==> config.mk <==
export PLATFORM = sky130hd
export DESIGN_NAME = spi_config_loader
export DESIGN_NICKNAME = d
export VERILOG_FILES = /design/src/rtl/vga_cfg_pkg.sv /design/src/rtl/spi_frame_fsm.sv /design/src/rtl/spi_config_loader.sv
export SDC_FILE = /design/constraint.sdc
export NUM_CORES = 1
export LEC_CHECK = 0
export CAP_MARGIN = 10
export CELL_PAD_IN_SITES_DETAIL_PLACEMENT = 1
export CELL_PAD_IN_SITES_GLOBAL_PLACEMENT = 1
export CORE_AREA = 3 3 167 104
export DETAILED_ROUTE_END_ITERATION = 7
export DIE_AREA = 0 0 170 107
export GPL_ROUTABILITY_DRIVEN = 0
export HOLD_SLACK_MARGIN = 0.03
export MAX_ROUTING_LAYER = met4
export PLACE_DENSITY = 0.77
export SLEW_MARGIN = 25
export SYNTH_ARGS = -nofsm -noshare
export SYNTH_HDL_FRONTEND = slang
export SYNTH_HIERARCHICAL = 1
export SYNTH_SLANG_ARGS = --single-unit
==> constraint.sdc <==
create_clock -name clk_i -period 5.3 [get_ports clk_i]
set_input_delay 0.795 -clock clk_i [delete_from_list [all_inputs] [get_ports clk_i]]
set_output_delay 0.795 -clock clk_i [all_outputs]
set_load 0.1 [all_outputs]
==> src/rtl/vga_cfg_pkg.sv <==
// vga_cfg_pkg
// Definitions shared by the SPI configuration loader and its frame FSM:
//   - SPI command codes carried in the first byte of every frame
//   - frame FSM state encoding
//   - bit positions of the fields inside the 32-bit configuration word
//   - a saturating 4-bit increment used by the error counter
package vga_cfg_pkg;

    localparam logic [7:0] CMD_WRITE        = 8'h01;
    localparam logic [7:0] CMD_COMMIT       = 8'h02;
    localparam logic [7:0] CMD_WRITE_COMMIT = 8'h03;
    localparam logic [7:0] CMD_READ         = 8'h04;

    typedef enum logic [2:0] {
        ST_IDLE,
        ST_CMD,
        ST_DATA,
        ST_READ,
        ST_DONE,
        ST_DISCARD
    } frame_state_e;

    // Field layout of the configuration word as seen by the pixel path
    localparam int CFG_SEL_MSB   = 31;
    localparam int CFG_SEL_LSB   = 30;
    localparam int CFG_COLOR_MSB = 29;
    localparam int CFG_COLOR_LSB = 24;

    function automatic logic [3:0] sat_inc4(input logic [3:0] value);
        return (value == 4'hF) ? value : value + 4'd1;
    endfunction

endpackage

==> src/rtl/spi_frame_fsm.sv <==
// spi_frame_fsm
// Tracks SPI frames (ss low .. ss high), decodes the command byte, counts
// write data bytes and detects frame errors. Emits single-cycle strobes that
// drive the loader datapath.
// Ports:
//   clk_i, rst_i     clock, synchronous active-high reset
//   ss_i             chip select, active-low, synchronised to clk_i
//   rx_byte_i        received byte
//   rx_valid_i       rx_byte_i valid strobe
//   load_byte_o      shift rx_byte_i into the staging register
//   load_last_o      final write byte: staging plus this byte goes to shadow
//   commit_o         set the pending flag
//   read_start_o     READ command accepted: start serving the active word
//   read_adv_o       a byte arrived during READ: advance the readback
//   in_read_o        FSM is in READ (tx byte is held)
//   frame_err_o      one-cycle pulse, cycle after an offending event
//   err_count_o      saturating frame error count
module spi_frame_fsm
    import vga_cfg_pkg::*;
#(
    parameter int CFG_BYTES = 4
) (
    input  logic       clk_i,
    input  logic       rst_i,
    input  logic       ss_i,
    input  logic [7:0] rx_byte_i,
    input  logic       rx_valid_i,
    output logic       load_byte_o,
    output logic       load_last_o,
    output logic       commit_o,
    output logic       read_start_o,
    output logic       read_adv_o,
    output logic       in_read_o,
    output logic       frame_err_o,
    output logic [3:0] err_count_o
);

    localparam int IDX_W = $clog2(CFG_BYTES + 1);
    localparam logic [IDX_W-1:0] LAST_IDX = IDX_W'(CFG_BYTES - 1);

    frame_state_e   state_q, state_d;
    logic [IDX_W-1:0] idx_q, idx_d;
    logic           wc_q, wc_d;
    logic           ss_q;
    logic           frame_err_q;
    logic [3:0]     err_count_q;
    logic           err_evt;

    logic ss_fall, ss_rise, byte_act, cmd_known;

    // A byte only counts while selected and not on a restart edge.
    assign ss_fall   = ss_q & ~ss_i;
    assign ss_rise   = ~ss_q & ss_i;
    assign byte_act  = rx_valid_i & ~ss_i & ~ss_fall;
    assign cmd_known = (rx_byte_i == CMD_WRITE) || (rx_byte_i == CMD_COMMIT) ||
                       (rx_byte_i == CMD_WRITE_COMMIT) || (rx_byte_i == CMD_READ);

    // State register, write byte index, remembered WRITE_COMMIT flavour,
    // ss history for edge detection, and the registered error outputs.
    always_ff @(posedge clk_i) begin
        if (rst_i) begin
            state_q     <= ST_IDLE;
            idx_q       <= '0;
            wc_q        <= 1'b0;
            ss_q        <= 1'b1;
            frame_err_q <= 1'b0;
            err_count_q <= 4'h0;
        end else begin
            state_q     <= state_d;
            idx_q       <= idx_d;
            wc_q        <= wc_d;
            ss_q        <= ss_i;
            frame_err_q <= err_evt;
            if (err_evt) begin
                err_count_q <= sat_inc4(err_count_q);
            end
        end
    end

    // Next-state logic. ss edges override everything; a falling edge outside
    // IDLE restarts the frame in CMD.
    always_comb begin
        state_d = state_q;
        idx_d   = idx_q;
        wc_d    = wc_q;
        if (ss_rise) begin
            state_d = ST_IDLE;
        end else if (ss_fall) begin
            state_d = ST_CMD;
        end else begin
            unique case (state_q)
                ST_IDLE: ;
                ST_CMD: begin
                    if (byte_act) begin
                        if (rx_byte_i == CMD_WRITE || rx_byte_i == CMD_WRITE_COMMIT) begin
                            state_d = ST_DATA;
                            idx_d   = '0;
                            wc_d    = (rx_byte_i == CMD_WRITE_COMMIT);
                        end else if (rx_byte_i == CMD_READ) begin
                            state_d = ST_READ;
                        end else if (rx_byte_i == CMD_COMMIT) begin
                            state_d = ST_DONE;
                        end else begin
                            state_d = ST_DISCARD;
                        end
                    end
                end
                ST_DATA: begin
                    if (byte_act) begin
                        if (idx_q == LAST_IDX) begin
                            state_d = ST_DONE;
                        end else begin
                            idx_d = idx_q + IDX_W'(1);
                        end
                    end
                end
                ST_READ: ;
                ST_DONE: begin
                    if (byte_act) begin
                        state_d = ST_DISCARD;
                    end
                end
                ST_DISCARD: ;
                default: state_d = ST_IDLE;
            endcase
        end
    end

    // Strobes to the datapath and error events. Every error path leaves the
    // frame (DISCARD or IDLE), so at most one error fires per frame.
    always_comb begin
        load_byte_o  = (state_q == ST_DATA) && byte_act;
        load_last_o  = load_byte_o && (idx_q == LAST_IDX);
        commit_o     = ((state_q == ST_CMD) && byte_act && (rx_byte_i == CMD_COMMIT)) ||
                       (load_last_o && wc_q);
        read_start_o = (state_q == ST_CMD) && byte_act && (rx_byte_i == CMD_READ);
        read_adv_o   = (state_q == ST_READ) && byte_act;
        in_read_o    = (state_q == ST_READ);
        err_evt      = (ss_rise && (state_q == ST_DATA)) ||
                       ((state_q == ST_CMD) && byte_act && !cmd_known) ||
                       ((state_q == ST_DONE) && byte_act);
    end

    assign frame_err_o = frame_err_q;
    assign err_count_o = err_count_q;

endmodule

==> src/rtl/spi_config_loader.sv <==
// spi_config_loader
// Assembles SPI write frames into a shadow configuration word and copies it
// to the active word only at frame_sync, so the pixel path never sees a
// mid-frame change. Also streams the active word back over SPI on READ.
// Ports:
//   clk_i, rst_i     pixel clock, synchronous active-high reset
//   ss_i             SPI chip select, active-low, synchronised
//   rx_byte_i        byte from the SPI receiver
//   rx_valid_i       single-cycle rx_byte_i valid strobe
//   frame_sync_i     single-cycle pulse at start of vertical blanking
//   config_out_o     active configuration word (registered)
//   tx_byte_o        next byte for the SPI transmitter (registered)
//   cfg_pending_o    shadow committed but not yet applied
//   frame_err_o      single-cycle pulse per erroneous frame
//   err_count_o      saturating frame error count
module spi_config_loader
    import vga_cfg_pkg::*;
#(
    parameter int                   CFG_WIDTH = 32,
    parameter logic [CFG_WIDTH-1:0] RESET_CFG = '0
) (
    input  logic                 clk_i,
    input  logic                 rst_i,
    input  logic                 ss_i,
    input  logic [7:0]           rx_byte_i,
    input  logic                 rx_valid_i,
    input  logic                 frame_sync_i,
    output logic [CFG_WIDTH-1:0] config_out_o,
    output logic [7:0]           tx_byte_o,
    output logic                 cfg_pending_o,
    output logic                 frame_err_o,
    output logic [3:0]           err_count_o
);

    localparam int CFG_BYTES = CFG_WIDTH / 8;
    localparam int RD_W      = $clog2(CFG_BYTES + 1);

    logic                 load_byte, load_last, commit, read_start, read_adv, in_read;
    logic                 apply;
    logic [CFG_WIDTH-1:0] shifted;

    logic [CFG_WIDTH-1:0] staging_q, staging_d;
    logic [CFG_WIDTH-1:0] shadow_q, shadow_d;
    logic [CFG_WIDTH-1:0] config_q, config_d;
    logic [CFG_WIDTH-1:0] rd_shift_q, rd_shift_d;
    logic [RD_W-1:0]      rd_left_q, rd_left_d;
    logic                 pending_q, pending_d;
    logic [7:0]           tx_q, tx_d;

    spi_frame_fsm #(
        .CFG_BYTES (CFG_BYTES)
    ) u_fsm (
        .clk_i        (clk_i),
        .rst_i        (rst_i),
        .ss_i         (ss_i),
        .rx_byte_i    (rx_byte_i),
        .rx_valid_i   (rx_valid_i),
        .load_byte_o  (load_byte),
        .load_last_o  (load_last),
        .commit_o     (commit),
        .read_start_o (read_start),
        .read_adv_o   (read_adv),
        .in_read_o    (in_read),
        .frame_err_o  (frame_err_o),
        .err_count_o  (err_count_o)
    );

    // Staging with the incoming byte appended (MSB-first assembly). The
    // shadow loads this value on the last byte so it never holds a partial word.
    assign shifted = (staging_q << 8) | CFG_WIDTH'(rx_byte_i);
    assign apply   = frame_sync_i & pending_q;

    // Datapath next-state. Apply reads the old shadow, so a write landing in
    // the same cycle only reaches the active word at a later apply. A commit
    // in the same cycle as frame_sync is not yet visible to the apply.
    always_comb begin
        staging_d  = staging_q;
        shadow_d   = shadow_q;
        config_d   = config_q;
        pending_d  = pending_q;
        rd_shift_d = rd_shift_q;
        rd_left_d  = rd_left_q;
        tx_d       = tx_q;

        if (load_byte) begin
            staging_d = shifted;
        end
        if (load_last) begin
            shadow_d = shifted;
        end
        if (apply) begin
            config_d  = shadow_q;
            pending_d = 1'b0;
        end
        if (commit) begin
            pending_d = 1'b1;
        end

        // Readback snapshots the active word; once all bytes are sent, zeros.
        if (read_start) begin
            tx_d       = config_q[CFG_WIDTH-1 -: 8];
            rd_shift_d = config_q << 8;
            rd_left_d  = RD_W'(CFG_BYTES - 1);
        end else if (read_adv) begin
            if (rd_left_q != '0) begin
                tx_d       = rd_shift_q[CFG_WIDTH-1 -: 8];
                rd_shift_d = rd_shift_q << 8;
                rd_left_d  = rd_left_q - RD_W'(1);
            end else begin
                tx_d = 8'h00;
            end
        end else if (!in_read) begin
            tx_d = {7'b0, pending_d};
        end
    end

    // Datapath registers.
    always_ff @(posedge clk_i) begin
        if (rst_i) begin
            staging_q  <= '0;
            shadow_q   <= RESET_CFG;
            config_q   <= RESET_CFG;
            pending_q  <= 1'b0;
            rd_shift_q <= '0;
            rd_left_q  <= '0;
            tx_q       <= 8'h00;
        end else begin
            staging_q  <= staging_d;
            shadow_q   <= shadow_d;
            config_q   <= config_d;
            pending_q  <= pending_d;
            rd_shift_q <= rd_shift_d;
            rd_left_q  <= rd_left_d;
            tx_q       <= tx_d;
        end
    end

    assign config_out_o  = config_q;
    assign tx_byte_o     = tx_q;
    assign cfg_pending_o = pending_q;

endmodule

==> metrics.txt, run 1 <==
post-synthesis register bit count=137; count of hold-fix buffers inserted at cts=0; category of cells accounting for the largest share of critical-path delay=simple AND/OR/NAND/NOR gates; first-pass GRT wire length=26980 um; number of buffers created by CTS=17; initial standard-cell utilization of the core=0.3535; Inserted Diodes=0; total placed instance area=6334 sq um; period utilisation layout=0.6516; sequential area share after synthesis=0.4838; cell area after synthesis=5669 sq um; setup repair after global routing missed its margin=false; DR iter-0 viols=about 390; Die Outline Area=18190 sq um; number of detailed-route iterations in the first pass=5; nets in the synthesized netlist=640; slowest library cell on the worst path=sky130_fd_sc_hd__and3_1; count of buffers added by post-CTS timing repair for setup=0; fraction of registers with async set/reset=0; total length of routed wires=16660 um; cell accounting for the most synthesized area=sky130_fd_sc_hd__dfxtp_1; CTS Sinks=137; Worst Setup End Kind=register; most used standard cell by instance count after synthesis=sky130_fd_sc_hd__dfxtp_1; cell-by-cell listing of the critical path=clkdlybuf4s50_1 > nor3b_2 > and3_1 > inv_2 > nor2_2 > a2111oi_1; max frequency=0.2895 GHz; HPWL after detailed placement=around 11000 um; Netlist cell types=63; count of pins over their slew limit=0; result of the run=completed; Total Nets Final=a little under 700; post-route DRC violation count=0; Final Hold Fails=0; maxcap violations=0; Clock Skews=about 0.011 ns; via count of the first global-routing pass=4867; antenna violations before repair=0; maximum fanout count along the critical path=24; vias after detailed routing=4692; worst vdd ir=0.2107 mV; routed via count divided by cell count=around 5.3; most numerous cell types in the synthesized netlist=sky130_fd_sc_hd__dfxtp_1 (137), sky130_fd_sc_hd__nor2_1 (90), sky130_fd_sc_hd__nand2_1 (81); routed wirelength normalized by instance count=18.95 um; power density relative to cell area=335.1 nW/um^2; post-route cell area=approximately 7000 sq um; Final TNS setup=0 ns; leading register cell type out of synthesis=sky130_fd_sc_hd__dfxtp_1; Period minus WS final=between 3 and 4 ns; Detail Route Antenna Nets=0; warnings from Yosys=6; Mean Syn Cell Area=9.114 sq um; I/O Pins=59; CTS tree=yes; chip width=170 um; buffers added on ports=58; clock-pin slew reported for the worst setup and hold paths after clock tree synthesis=0.07 ns; delay of the slowest cell on the worst path=0.87 ns; Fill cells=1816; combined buffer and inverter count along the critical path=2; die boundary height=107 um; crit start category=input port; critical path type=input port to register; GR Util All Layers=0.1957; cell chosen for the clock root=sky130_fd_sc_hd__clkbuf_16; Core Area=16040 sq um; Power, Total=0.002331 W; Worst Tran Pin Value=0.9994 ns; clock latency of the later-clocked register in the worst-skew pair=about 0.42 ns; final setup violation count=0; post-synth top area share=0.4838; critical path data required time=around 5.6 ns; maximum number of pins on one net before global-route repair=89; row count=36; Hold WC Path Type=register to register; GR Overflow Total=0; layout cells sized above 1=0.09104; post-synthesis instance total=622; worst path arrival time=3.72 ns; Gates resized, CTS repair=0; number of flops mapped to enable cells by yosys=0; Pleak=2.276 nW; Syn-to-layout area delta=22.69%; top cells by area in the synthesized netlist=sky130_fd_sc_hd__dfxtp_1 (48%), sky130_fd_sc_hd__mux2i_1 (10%), sky130_fd_sc_hd__nor2_1 (6.0%), sky130_fd_sc_hd__nand2_1 (5.4%), sky130_fd_sc_hd__a21oi_1 (4.5%); Clock Path Buffers=2; H-tree levels=4; Max-Slew Margin vs Limit=0.3316
## where the power goes
group | internal [W] | leakage, nW | switching [W]
clock network | 0.000724 | 0.308 | 0.000520
logic | 0.0000173 | 0.865 | 0.0000359
registers | 0.00103 | 1.10 | 0.00000287
## worst reg2reg max path, stage by stage, from the launching register on
cell and delay, ns:
sky130_fd_sc_hd__dfxtp_1 0.51, sky130_fd_sc_hd__nor3b_2 0.57, sky130_fd_sc_hd__nand2_1 0.24, sky130_fd_sc_hd__nor4_2 0.29, sky130_fd_sc_hd__buf_4 0.47, sky130_fd_sc_hd__inv_2 0.40
sky130_fd_sc_hd__nor2_1 0.27, sky130_fd_sc_hd__a2111oi_1 0.08
## cell families after synthesis
family | Yosys count | synth area share
AOI/OAI and AO/OA | 124 | 0.1600
adders and majority gates | 5 | 0.01104
buffers and inverters | 65 | 0.05297
DFF | 137 | 0.4838
muxes | 61 | 0.1088
and+or+nand+nor | 230 | 0.1834
## worst paths after layout
path,depth (start not counted),end,slack [ns],from
max,6,rd_shift_q[25],1.85,ss_i
max reg2reg,7,rd_shift_q[18],2.35,u_fsm/state_q[0]
min reg2reg,2,config_out_o[21],0.46,shadow_q[21]
min,2,config_out_o[21],0.46,shadow_q[21]
## layout by cell type, fill, tap and decap left out, types with 3 or more instances in the layout
cell type                           n
sky130_fd_sc_hd__a2111oi_1         15
sky130_fd_sc_hd__a211oi_1          10
sky130_fd_sc_hd__a21boi_0           3
sky130_fd_sc_hd__a21oi_1           51
sky130_fd_sc_hd__a221oi_1           7
sky130_fd_sc_hd__and2_1             4
sky130_fd_sc_hd__buf_4              7
sky130_fd_sc_hd__clkbuf_16         17
sky130_fd_sc_hd__clkdlybuf4s50_1   57
sky130_fd_sc_hd__dfxtp_1          137
sky130_fd_sc_hd__ha_1               5
sky130_fd_sc_hd__inv_1             15
sky130_fd_sc_hd__inv_6              5
sky130_fd_sc_hd__inv_8              6
sky130_fd_sc_hd__mux2i_1           59
sky130_fd_sc_hd__nand2_1           81
sky130_fd_sc_hd__nand2b_1           4
sky130_fd_sc_hd__nand3_1           14
sky130_fd_sc_hd__nor2_1            89
sky130_fd_sc_hd__nor2b_1            6
sky130_fd_sc_hd__nor4_1             8
sky130_fd_sc_hd__o211ai_1          12
sky130_fd_sc_hd__o21ai_0            3
## through the flow
stage                     utilization  worst slack, ns  hold slack, ns  std cells
after global placement         0.3948            1.724          0.4409        847
final                          0.4338            1.846          0.4616        879
after global routing           0.4338            1.610          0.4694        879
after CTS                      0.4338            1.920          0.4629        879
after floorplan                     -            2.770          0.4312        622
after detailed placement       0.3950            1.486          0.4516        847
## sequential cells by signal (all words and copies together) (netlist names)
register / flops
u_fsm/err_count_o: 4
rd_shift_q: 24
u_fsm/wc_q: 1
cfg_pending_o: 1
u_fsm/idx_q: 3
rd_left_q: 3
staging_q: 24
u_fsm/state_q: 3
shadow_q: 32
u_fsm/ss_q: 1
config_out_o: 32
u_fsm/frame_err_o: 1
tx_byte_o: 8
## final cells by class
| cell class | count | area (sq um) | area share |
|---|---|---|---|
| clock buffers | 17 | 425.4 | 0.06116 |
| flip-flops and latches | 137 | 2743 | 0.3943 |
| inverters | 17 | 63.81 | 0.009174 |
| well taps | 209 | 261.5 | 0.03760 |
| repair buffers | 64 | 623.1 | 0.08958 |
| clock inverters | 15 | 196.4 | 0.02824 |
| multi-input cells | 420 | 2643 | 0.3799 |
## per-layer routing
| layer | GRT usage | vias to the layer above | routed length (um) |
|---|---|---|---|
| met3 | 0.03095 | 24 | 724 |
| met1 | 0.2671 | 2295 | 8082 |
| met2 | 0.2923 | 110 | 7560 |
| li1 | - | 2263 | - |
| met4 | 0.07697 | 0 | 291 |
| met5 | - | - | 0 |
Note: power is estimated with default switching activity, not from simulation.
==> run 2: changes to the inputs <==
clock period = 3.2 ns   (was 5.3 ns; I/O delays follow)
==> metrics.txt, run 2 (synthesized netlist as in run 1, its figures left out) <==
result of the run=completed (unchanged); cell count of the worst hold path=2 (unchanged); setup repair after global routing missed its margin=false (unchanged); Final TNS setup=0 ns (unchanged); crit start category=input port (unchanged); buffers added on ports=58 (unchanged); CTS tree=yes (unchanged); critical path data required time=3.48 ns (was 5.57 ns); clock-pin slew reported for the worst setup and hold paths after clock tree synthesis=0.06 ns (was 0.07 ns); GR Util All Layers=0.1893 (was 0.1957); Detail Route Antenna Nets=0 (unchanged); slowest library cell on the worst path=sky130_fd_sc_hd__or4_4 (was sky130_fd_sc_hd__and3_1); Worst Tran Pin Value=0.9825 ns (was 0.9994 ns); Clock Skews=0.009558 ns (was 0.01073 ns); cell chosen for the clock root=sky130_fd_sc_hd__clkbuf_16 (unchanged); antenna violations before repair=0 (unchanged); capture instance of the worst register-to-register path=rd_shift_q[31] (was rd_shift_q[18]); Final Instance Count excl. Fillers=885 (was 879); worst hold slack across all endpoints=0.4526 ns (was 0.4616 ns); HPWL after detailed placement=11200 um (was 11250 um); maximum fanout count along the critical path=52 (was 24); critical path type=input port to register (unchanged); Period minus WS final=roughly 2.5 ns; hold_sp=shadow_q[12] (was shadow_q[21]); post-route DRC violation count=0 (unchanged); vias after detailed routing=4634 (was 4692); power density relative to cell area=545.0 nW/um^2 (was 335.1 nW/um^2); first-pass GRT wire length=26110 um (was 26980 um); routed wirelength normalized by instance count=18.61 um (was 18.95 um); cell-by-cell listing of the critical path=clkdlybuf4s50_1 > or4_4 > nor4_2 > buf_12 > nor2_1 > a2111oi_1 (was clkdlybuf4s50_1 > nor3b_2 > and3_1 > inv_2 > nor2_2 > a2111oi_1); Hold WC Path Type=register to register (unchanged); Fill cells=1810 (was 1816); cell depth of the worst flop-to-flop path=7 (unchanged); total placed instance area=6286 sq um (was 6334 sq um); Worst R2R Start=u_fsm/state_q[0] (unchanged); Inserted Diodes=0 (unchanged); number of detailed-route iterations in the first pass=4 (was 5); H-tree levels=4 (unchanged); combined area of the multi-input logic cells=2640 sq um (was 2643 sq um); worst vdd ir=0.3090 mV (was 0.2107 mV); count of pins over their slew limit=0 (unchanged); chip width=170 um (unchanged); Final Hold Fails=0 (unchanged); Pleak=2.369 nW (was 2.276 nW); GR Overflow Total=0 (unchanged); period utilisation layout=0.7923; Die Outline Area=18190 sq um (unchanged); utilization after layout=0.4282 (was 0.4338); number of instances in the placed design=853 (was 847); Syn-to-layout area delta=21.12% (was 22.69%); clock latency of the later-clocked register in the worst-skew pair=0.42 ns (about the same); via count of the first global-routing pass=4810 (was 4867); routed via count divided by cell count=5.236 (was 5.338); maximum number of pins on one net before global-route repair=86 (was 89); delay of the slowest cell on the worst path=0.67 ns (was 0.87 ns); most common cell after layout, fill and taps aside=sky130_fd_sc_hd__dfxtp_1 (unchanged); slack of the worst reg-to-reg path=0.77 ns (was 2.35 ns); Gates resized, CTS repair=0 (unchanged); row count=36 (unchanged); Core Area=16040 sq um (unchanged); count of hold-fix buffers inserted at cts=0 (unchanged); most used cells in the layout excluding fill and tap cells=sky130_fd_sc_hd__dfxtp_1 (137), sky130_fd_sc_hd__nor2_1 (89), sky130_fd_sc_hd__nand2_1 (81), sky130_fd_sc_hd__mux2i_1 (59), sky130_fd_sc_hd__buf_4 (53) (was sky130_fd_sc_hd__dfxtp_1 (137), sky130_fd_sc_hd__nor2_1 (89), sky130_fd_sc_hd__nand2_1 (81), sky130_fd_sc_hd__mux2i_1 (59), sky130_fd_sc_hd__clkdlybuf4s50_1 (57)); Total Nets Final=681 (was 675); die boundary height=107 um (unchanged); Clock Path Buffers=2 (unchanged); CTS Sinks=137 (unchanged); maxcap violations=0 (unchanged); worst path arrival time=2.81 ns (was 3.72 ns); max frequency=0.3944 GHz; initial standard-cell utilization of the core=0.3535 (unchanged); Worst Setup End Kind=register (unchanged); Max-Slew Margin vs Limit=0.3429 (was 0.3316); sink of the worst hold path=config_out_o[12] (was config_out_o[21]); post-route cell area=6867 sq um (was 6955 sq um); layout cells sized above 1=0.1583 (was 0.09104); total length of routed wires=16470 um (was 16660 um); I/O Pins=59 (unchanged); count of buffers added by post-CTS timing repair for setup=0 (unchanged); Reg area=2743 sq um (unchanged); final setup violation count=0 (unchanged); number of buffers created by CTS=17 (unchanged); DR iter-0 viols=342 (was 392)
[run 2: cell types whose count changed in the layout (fill, tap and decap cells not counted), sizes merged]
| cell | previous run | this run |
|---|---|---|
| buf | 7 | 54 |
| clkdlybuf4s50 | 57 | 16 |
| clkinv | 2 | 4 |
| inv | 28 | 26 |
| bufinv | 2 | 1 |
| clkinvlp | 0 | 1 |
[run 2: worst max-delay path by stage]
stage / startpoint / end / slack [ns] / cells past startpoint
6_report: rx_byte_i[5] / rd_shift_q[31] / 0.66 / 6
4_1_cts: rx_byte_i[5] / rd_shift_q[31] / 0.69 / 6
2_1_floorplan: rx_byte_i[5] / tx_byte_o[0] / 0.98 / 8
5_1_grt: rx_byte_i[5] / rd_shift_q[17] / 0.55 / 7
3_3_place_gp: rx_byte_i[5] / rd_shift_q[23] / 0.38 / 7
3_5_place_dp: rx_byte_i[5] / rd_shift_q[16] / 0.26 / 7
[run 2: metal layers]
layer  GRT usage  vias up  part of all wire
met4     0.05208        0            0.0095
li1            -     2265                 -
met1      0.2627     2297              0.52
met2      0.2854       61              0.45
met5           -        -                 0
met3     0.03353       11             0.022
[run 2: per-stage QoR]
stage	worst slack, ns	power, W
finish	0.6647	0.003742
global route	0.5537	0.003875
CTS	0.6908	0.003777
detailed placement	0.2643	0.001841
global placement	0.3770	0.001837
floorplan	0.9846	0.001801
[run 2: critical path: cells and delay by family]
kind / cells / cell delay [ns]
buf+inv: 2 / 0.74
simple gates: 3 / 1.12
compound gates: 1 / 0.45
[run 2: power by group]
part	switching, W	leakage [nW]	internal (W)
logic	0.0000617	0.980	0.0000313
registers	0.00000484	1.10	0.00171
clock network	0.000835	0.285	0.00110
[run 2: final cells by class]
| cell class | count | area share |
|---|---|---|
| Timing Repair Buffer | 70 | 0.08418 |
| Multi-Input combinational cell | 420 | 0.3845 |
| Sequential cell | 137 | 0.3994 |
| Tap cell | 209 | 0.03808 |
| Clock inverter | 15 | 0.02259 |
| Inverter | 17 | 0.009293 |
| Clock buffer | 17 | 0.06195 |
==> run 3: changes to the inputs <==
clock period = 2.45 ns   (was 3.2 ns; I/O delays follow)
==> metrics.txt, run 3 (synthesized netlist as in run 1, its figures left out) <==
result of the run=completed (unchanged); Final TNS setup=0 ns (unchanged); Hold WC Path Type=input port to register (was register to register); number of detailed-route iterations in the first pass=5 (was 4); combined area of the multi-input logic cells=2640 sq um (unchanged); clock latency of the later-clocked register in the worst-skew pair=0.42 ns (about the same); worst hold slack across all endpoints=0.4047 ns (was 0.4526 ns); count of buffers added by post-CTS timing repair for setup=0 (unchanged); Reg area=2743 sq um (unchanged); buffers added on ports=58 (unchanged); post-route DRC violation count=0 (unchanged); Clock Path Buffers=2 (unchanged); HPWL after detailed placement=12080 um (was 11200 um); final setup violation count=0 (unchanged); met1 Use GR=0.2650 (was 0.2627); layout cells sized above 1=0.1966 (was 0.1583); worst vdd ir=0.4628 mV (was 0.3090 mV); count of hold-fix buffers inserted at cts=0 (unchanged); sink of the worst hold path=shadow_q[1] (was config_out_o[12]); total placed instance area=6506 sq um (was 6286 sq um); vias after detailed routing=4824 (was 4634); maximum fanout count along the critical path=6 (was 52); Max-Slew Margin vs Limit=0.5806 (was 0.3429); met2 usage in global routing=0.3219 (was 0.2854); Inserted Diodes=0 (unchanged); number of buffers created by CTS=17 (unchanged); total length of routed wires=17270 um (was 16470 um); combined buffer and inverter count along the critical path=3 (was 2); antenna violations before repair=0 (unchanged); clock-pin slew reported for the worst setup and hold paths after clock tree synthesis=0.06 ns (about the same); hold_sp=rst_i (was shadow_q[12]); GR Util All Layers=0.2027 (was 0.1893); Worst Tran Pin Value=0.6278 ns (was 0.9825 ns); DR iter-0 viols=292 (was 342); Gates resized, CTS repair=0 (unchanged); Total Nets Final=707 (was 681); Worst path most repeated cell=sky130_fd_sc_hd__buf_4; slack of the worst reg-to-reg path=0.21 ns (was 0.77 ns); critical path type=input port to register (unchanged); routed wirelength normalized by instance count=18.95 um (was 18.61 um); initial standard-cell utilization of the core=0.3535 (unchanged); maximum number of pins on one net before global-route repair=49 (was 86); Fill cells=1841 (was 1810); CTS tree=yes (unchanged); CTS Sinks=137 (unchanged); period utilisation layout=0.9412; crit start category=input port (unchanged); first-pass GRT wire length=27920 um (was 26110 um); Die Outline Area=18190 sq um (unchanged); Syn-to-layout area delta=24.85% (was 21.12%); Clock Skews=0.01195 ns (was 0.009558 ns); maxcap violations=0 (unchanged); power density relative to cell area=685.4 nW/um^2 (was 545.0 nW/um^2); Worst R2R Start=rd_left_q[0] (was u_fsm/state_q[0]); critical path data required time=2.71 ns (was 3.48 ns); worst path arrival time=2.56 ns (was 2.81 ns); die boundary height=107 um (unchanged); category of cells accounting for the largest share of critical-path delay=simple AND/OR/NAND/NOR gates (unchanged); Core Area=16040 sq um (unchanged); slowest library cell on the worst path=sky130_fd_sc_hd__or4_4 (unchanged); chip width=170 um (unchanged); setup repair after global routing missed its margin=false (unchanged); cell-by-cell listing of the critical path=clkdlybuf4s50_1 > or4_4 > nor4_2 > buf_4 > buf_4 > nor2_1 > a2111oi_1 (was clkdlybuf4s50_1 > or4_4 > nor4_2 > buf_12 > nor2_1 > a2111oi_1); count of pins over their slew limit=0 (unchanged); Pleak=2.506 nW (was 2.369 nW); most used cells in the layout excluding fill and tap cells=sky130_fd_sc_hd__dfxtp_1 (137), sky130_fd_sc_hd__nor2_1 (89), sky130_fd_sc_hd__nand2_1 (81), sky130_fd_sc_hd__buf_4 (81), sky130_fd_sc_hd__mux2i_1 (59) (was sky130_fd_sc_hd__dfxtp_1 (137), sky130_fd_sc_hd__nor2_1 (89), sky130_fd_sc_hd__nand2_1 (81), sky130_fd_sc_hd__mux2i_1 (59), sky130_fd_sc_hd__buf_4 (53)); GR Overflow Total=0 (unchanged); row count=36 (unchanged); I/O Pins=59 (unchanged); routed via count divided by cell count=5.295 (was 5.236); max frequency=between 0.4 and 0.5 GHz; Period minus WS final=2.306 ns; GR peak layer=met2 (unchanged); Final Hold Fails=0 (unchanged); via count of the first global-routing pass=5055 (was 4810); met3 routing resource usage after global routing=0.03574 (was 0.03353); Detail Route Antenna Nets=0 (unchanged); capture instance of the worst register-to-register path=rd_shift_q[16] (was rd_shift_q[31]); cell count of the worst hold path=2 (unchanged); post-route cell area=7078 sq um (was 6867 sq um); cell depth of the worst flop-to-flop path=6 (was 7); H-tree levels=4 (unchanged); Worst Setup End Kind=register (unchanged); cell chosen for the clock root=sky130_fd_sc_hd__clkbuf_16 (unchanged); delay of the slowest cell on the worst path=0.58 ns (was 0.67 ns); most common cell after layout, fill and taps aside=sky130_fd_sc_hd__dfxtp_1 (unchanged)
run 3: cell count changes in the layout (fill, tap and decap cells not counted):
cell / delta
sky130_fd_sc_hd__buf_12: +3
sky130_fd_sc_hd__buf_4: +28
sky130_fd_sc_hd__bufinv_16: -1
sky130_fd_sc_hd__clkbuf_8: +1
sky130_fd_sc_hd__clkdlybuf4s50_1: -5
sky130_fd_sc_hd__clkinv_4: -2
sky130_fd_sc_hd__clkinv_8: +1
sky130_fd_sc_hd__clkinvlp_4: +2
sky130_fd_sc_hd__inv_6: -2
sky130_fd_sc_hd__inv_8: +1
run 3: worst max-delay path by stage:
stage / from / to / cells past startpoint
global placement: rx_byte_i[5] / rd_shift_q[20] / 7
detailed placement: rx_byte_i[5] / rd_shift_q[27] / 7
finish: rx_byte_i[5] / rd_shift_q[16] / 7
floorplan: u_fsm/err_count_o[0] / u_fsm/err_count_o[0] / 5
global route: rx_byte_i[5] / rd_shift_q[16] / 7
CTS: rx_byte_i[5] / rd_shift_q[16] / 7
run 3: per-stage QoR:
step | instances | setup slack [ns] | power (W) | util
finish | 911 | 0.1441 | 0.004851 | 0.4414
global route | 911 | 0.01299 | 0.005003 | 0.4414
CTS | 911 | 0.1619 | 0.004893 | 0.4414
detailed placement | 879 | -0.1886 | 0.002420 | 0.4057
global placement | 879 | -0.05091 | 0.002417 | 0.4057
floorplan | 622 | 0.3320 | 0.002352 | -
run 3: layout make-up:
| class | count | share of cell area |
|---|---|---|
| sequential | 137 | 0.3875 |
| multi-input combinational | 420 | 0.3730 |
| timing repair buffer | 96 | 0.1128 |
| clock buffer | 18 | 0.06205 |
| tap | 209 | 0.03695 |
| clock inverter | 14 | 0.01874 |
| inverter | 17 | 0.009015 |
run 3: layer usage:
metal / routed length, um / vias to the layer above / part of all wire
li1: - / 2319 / -
met1: 8346 / 2422 / 0.48
met2: 8147 / 67 / 0.47
met3: 569 / 16 / 0.033
met4: 201 / 0 / 0.012
met5: 0 / - / 0
run 3: power by group:
| group | internal (W) | switching, W |
|---|---|---|
| combinational | 0.0000544 | 0.0000854 |
| sequential | 0.00223 | 0.00000312 |
| clock | 0.00137 | 0.00111 |
| total | 0.00365 | 0.00120 |
